[src/rtl/display_fetch_arbiter.sv]
// display_fetch_arbiter: 3-way burst arbiter (pixel fetch first, units 0/1 round-robin) for one memory port.
// Defining ARB_MAX_WAIT_EN adds the max_wait output tracking the longest requester wait.
module display_fetch_arbiter (
  input  logic        clk,
  input  logic        reset,
  input  logic [21:0] req0_address,
  input  logic        req0_as,
  output logic        req0_ack,
  output logic        req0_burstdata_valid,
  input  logic [21:0] req1_address,
  input  logic        req1_as,
  output logic        req1_ack,
  output logic        req1_burstdata_valid,
  input  logic [21:0] req2_address,
  input  logic        req2_as,
  output logic        req2_ack,
  output logic        req2_burstdata_valid,
  output logic [21:0] mem_address,
  output logic        mem_as,
  input  logic        mem_ack,
  input  logic        mem_burstdata_valid,
  output logic [1:0]  grant
`ifdef ARB_MAX_WAIT_EN
  , output logic [7:0] max_wait
`endif
);
  typedef enum logic {IDLE, BUSY} state_t;
  state_t      r_state;
  logic        r_mem_as;
  logic        r_last;
  logic [1:0]  r_grant;
  logic [21:0] r_mem_address;
  logic [2:0]  w_as;
  logic [1:0]  w_win;
  logic [21:0] w_addr;
  logic        w_busy;
  assign w_as   = {req2_as, req1_as, req0_as};
  assign w_busy = r_state == BUSY;
  // r_last holds the unit served last, so the other one wins a 0/1 tie
  assign w_win  = req2_as ? 2'd2 : (req0_as && (!req1_as || r_last)) ? 2'd0 : 2'd1;
  assign w_addr = w_win == 2'd2 ? req2_address : w_win == 2'd1 ? req1_address : req0_address;
  assign mem_as      = r_mem_as;
  assign mem_address = r_mem_address;
  assign grant       = r_grant;
  assign req0_ack = w_busy && r_grant == 2'd0 && mem_ack;
  assign req1_ack = w_busy && r_grant == 2'd1 && mem_ack;
  assign req2_ack = w_busy && r_grant == 2'd2 && mem_ack;
  assign req0_burstdata_valid = w_busy && r_grant == 2'd0 && mem_burstdata_valid;
  assign req1_burstdata_valid = w_busy && r_grant == 2'd1 && mem_burstdata_valid;
  assign req2_burstdata_valid = w_busy && r_grant == 2'd2 && mem_burstdata_valid;
  always_ff @(posedge clk) begin
    if (reset) begin
      r_state       <= IDLE;
      r_mem_as      <= 1'b0;
      r_mem_address <= '0;
      r_grant       <= 2'd3;
      r_last        <= 1'b1;
    end else if (r_state == IDLE) begin
      if (|w_as) begin
        r_state       <= BUSY;
        r_mem_as      <= 1'b1;
        r_grant       <= w_win;
        r_mem_address <= w_addr;
        if (!w_win[1]) r_last <= w_win[0];
      end
    end else if (mem_ack) begin
      r_state  <= IDLE;
      r_mem_as <= 1'b0;
      r_grant  <= 2'd3;
    end
  end
`ifdef ARB_MAX_WAIT_EN
  logic [7:0] r_wait [3];
  logic [7:0] r_max;
  logic [7:0] w_max;
  logic       w_take;
  assign w_take   = r_state == IDLE && |w_as;
  assign max_wait = r_max;
  always_ff @(posedge clk) begin
    for (int i = 0; i < 3; i++)
      if (reset || (w_take && w_win == 2'(i))) r_wait[i] <= '0;
      else if (w_as[i] && !(w_busy && r_grant == 2'(i)) && r_wait[i] != 8'hff) r_wait[i] <= r_wait[i] + 8'd1;
    r_max <= reset ? 8'd0 : w_max;
  end
  always_comb begin
    w_max = r_max;
    for (int i = 0; i < 3; i++) w_max = r_wait[i] > w_max ? r_wait[i] : w_max;
  end
`endif
endmodule

[config.mk]
export PLATFORM = sky130hd
export DESIGN_NAME = display_fetch_arbiter
export DESIGN_NICKNAME = d
export VERILOG_FILES = /design/src/rtl/display_fetch_arbiter.sv
export SDC_FILE = /design/constraint.sdc
export NUM_CORES = 1
export LEC_CHECK = 0
export BUFFER_PORTS_ARGS = -buffer_cell sky130_fd_sc_hd__buf_2
export CORE_MARGIN = 5
export CORE_UTILIZATION = 39
export CTS_CLUSTER_DIAMETER = 80
export DETAILED_ROUTE_END_ITERATION = 10
export PLACE_DENSITY = 0.84
export SYNTH_ARGS = -nofsm -noshare
export SYNTH_HDL_FRONTEND = slang
export SYNTH_SLANG_ARGS = --single-unit
[constraint.sdc]
create_clock -name clk -period 1.35 [get_ports clk]
set_clock_uncertainty 0.05 [all_clocks]
set_input_delay 0.0675 -clock clk [delete_from_list [all_inputs] [get_ports clk]]
set_output_delay 0.0675 -clock clk [all_outputs]
set_load 0.01 [all_outputs]
==> impl_metrics.ini <==
[setup_path]
crit_path_max_incr_delay_ns = 0.41
criticalPathCategory = reg -> reg
r2r_start = r_last$_SDFFE_PP1P_
cp_data_required_time_ns = 1.47
crit_buf_inv = 0
cp_data_arrival_time_ns = 1.49
crit_chain = and2b_1 > or4_1 > a32o_1
r2r_slack_ns = -0.02
rr_worst_depth = 3
r2r-end = mem_address[20]$_SDFFE_PP0P_
startpoint_type = register
cpMaxStageDelayCell = or4_1
critPathTopFamily = simple AND/OR/NAND/NOR gates
endpoint_kind = register
path_max_fanout = 5

[logic_synthesis]
synth-edff-count = 0
synth_area_leaders = dfxtp_1 (32%), a32o_1 (6.6%), o21ai_0 (6.6%), a2111oi_0 (5.8%), a311oi_1 (5.8%)
ys_seq_area_share_pct = 32.4
yosys_warnings = 0
syn_nets = 288
yosysUniqueCellTypes = 27
syn_area_per_cell_um2 = 7.77
synthCells = 215
dominantRegCellSynth = dfxtp_1
synthArstFlopShare_pct = 0
synth_top_cells_by_count = dfxtp_1 (27), o21ai_0 (22), nor2_1 (16)
ys_ff_latch = 27
post-synth-top-count-cell = dfxtp_1
synth.largest_area_cell = dfxtp_1
syn_area_mm2 = 0.00167
synth_top_area_share_pct = 32.4

[global_route]
grt_pass1_wl_um = 8560
grt_usage_pct = 19.0
grt_pass1_vias = 1972
overflow = 0
antenna_found_initial = 0
grt_max_degree = 29

[clock_tree]
postCtsSetupBuffers = 0
cts_root_buffer = clkbuf_8
clk_latency_ns = 0.27
path_clk_slew_ns = 0.10
cts_buffers = 3
clock-sinks = 27
clockBufferDepth = 2
htree_num_levels = 1
cts_tree = yes
ctsHoldBuffers = 0

[timing]
grt_setup_unrepaired = true
period_share_pct = 102
setup_viol = 8
tightest_slew_ns = 0.505
fin_ws_ns = -0.0234
period_needed_ns = 1.37
worst_hold_slack_ns = 0.0148
setup_tns_ns = -0.119
fmax_ghz = 0.728
hold_violations = 0
slew_violations = 0
slew_headroom_pct = 66.3

[route]
vias = 2070
viasPerCell = 5.67
wire_per_inst_um = 15.5
drcViolationCount = 0
ant_nets = 0
drt-total-wl_um = 5640
drt_iter0_drc = 148
dr.pass1.iters = 4

[place]
place.gp.congestion = 0.831
io_buffers = 103
postPlaceCellArea_mm2 = 0.00233
dpl.hpwl_um = 4090

[final_layout]
drive_gt1_share_pct = 41.9
fin_nets = 389
syn2layout_area_growth_pct = 44.8
nFillCells = 382
regArea_um2 = 546
design_area_mm2 = 0.00242
multiInputGateArea_mm2 = 0.00101
num_antenna_cells = 0

[die]
fp.dieW_um = 75.4
start_util_pct = 40.9
fp.dieArea_mm2 = 0.00569
rows = 23
core_area_mm2 = 0.00409
ioPinCount = 104
dieHeight_um = 75.4

[status]
status = finished, violations left
violations = setup timing

[worst_hold_path]
hp-start = req0_address[10]
hold-path-endpoint = mem_address[10]$_SDFFE_PP0P_
min_delay_path_depth = 3
min_path_type = in -> reg

[pwr]
power.static_leakage_nw = 1.12
cellPowerDensity_mw_per_mm2 = 842
vdd_drop_max_uv = 471

[flow_run]
max_cap_violations = 0
==> per-layer routing <==
| metal | wire length (µm) | global-route usage, % |
|---|---|---|
| met1 | 2300 | 24.0 |
| met2 | 2840 | 32.5 |
| met3 | 410 | 3.03 |
| met4 | 89 | 7.38 |
| met5 | 0 | 0 |
==> worst reg2reg max path: stages, from the launching register on <==
cell and delay (ns):
dfxtp_2 0.36, and2b_1 0.22, or4_1 0.41, a32o_1 0.23
==> logic make-up (layout without fill, tap and decap cells) <==
| family | after synthesis | count (layout) | share of synthesized area, % |
|---|---|---|---|
| DFF | 27 | 27 | 32.4 |
| AOI/OAI and AO/OA | 86 | 86 | 36.4 |
| buffers and inverters | 37 | 135 | 10.0 |
| and+or+nand+nor | 65 | 67 | 21.2 |
==> placed cells by master, fill, tap and decap left out, types with 2 or more instances in the layout <==
cell       instances
nor2_1            16
buf_12             6
a2111oi_2          2
and2b_4            2
or4_1             10
o21ai_0           21
a32o_1            10
a2111oi_1          3
a21oi_1           14
a211o_1            2
a2111oi_0          6
dfxtp_1           25
nand2b_1           5
buf_2            103
inv_1             12
nand2_1            4
buf_4              8
clkbuf_8           3
o21bai_1          11
a311oi_1          10
nand3_1           11
nor2b_1           11
o21ai_1            3
nor3_1             3
==> sequential cells by signal, indices dropped and copies added (netlist names) <==
signal / flops
grant: 2
mem_address: 22
mem_as: 1
r_last: 1
r_state: 1
==> worst max-delay path by stage <==
stage / from / depth (start not counted) / endpoint / slack, ns
CTS: r_last$_SDFFE_PP1P_ / 3 / mem_address[19]$_SDFFE_PP0P_ / -0.02
finish: r_last$_SDFFE_PP1P_ / 3 / mem_address[20]$_SDFFE_PP0P_ / -0.02
detailed placement: r_last$_SDFFE_PP1P_ / 4 / mem_address[0]$_SDFFE_PP0P_ / -0.05
floorplan: r_last$_SDFFE_PP1P_ / 4 / mem_address[17]$_SDFFE_PP0P_ / -0.04
global placement: r_last$_SDFFE_PP1P_ / 3 / mem_address[16]$_SDFFE_PP0P_ / -0.002
global route: r_last$_SDFFE_PP1P_ / 3 / mem_address[18]$_SDFFE_PP0P_ / -0.1
==> cell type report <==
type,instances,area share [%]
clock buffers,4,1.86
inverters,13,2.02
multi-input cells,153,41.7
flip-flops and latches,27,22.6
well taps,50,2.59
repair buffers,118,29.2
==> through the flow <==
stage                     worst slack [ns]  power, mW  cells  utilization (%)
final                              -0.0234       2.04    365             59.2
after global routing               -0.0955       2.14    365             59.2
after CTS                          -0.0154       2.03    365             58.3
after detailed placement           -0.0468       1.56    360             56.9
after global placement            -0.00160       1.55    360             56.9
after floorplan                    -0.0362       1.26    215                -
==> power breakdown <==
part	switching [mW]	leakage (nW)	total, mW	internal, mW
clock	0.255	0.0228	0.466	0.211
sequential	0.0446	0.225	0.920	0.875
combinational	0.322	0.871	0.649	0.327
total	0.622	1.12	2.04	1.41
==> what timing repair did <==
| action | CTS | global route |
|---|---|---|
| hold endpoints to repair | 0 | 0 |
| pin swaps | 5 | 4 |
| endpoints found under the setup margin | 22 | 24 |
| gates cloned | 2 | 0 |
| resized for setup | 4 | 13 |
Note: power is estimated with default switching activity, not from simulation.
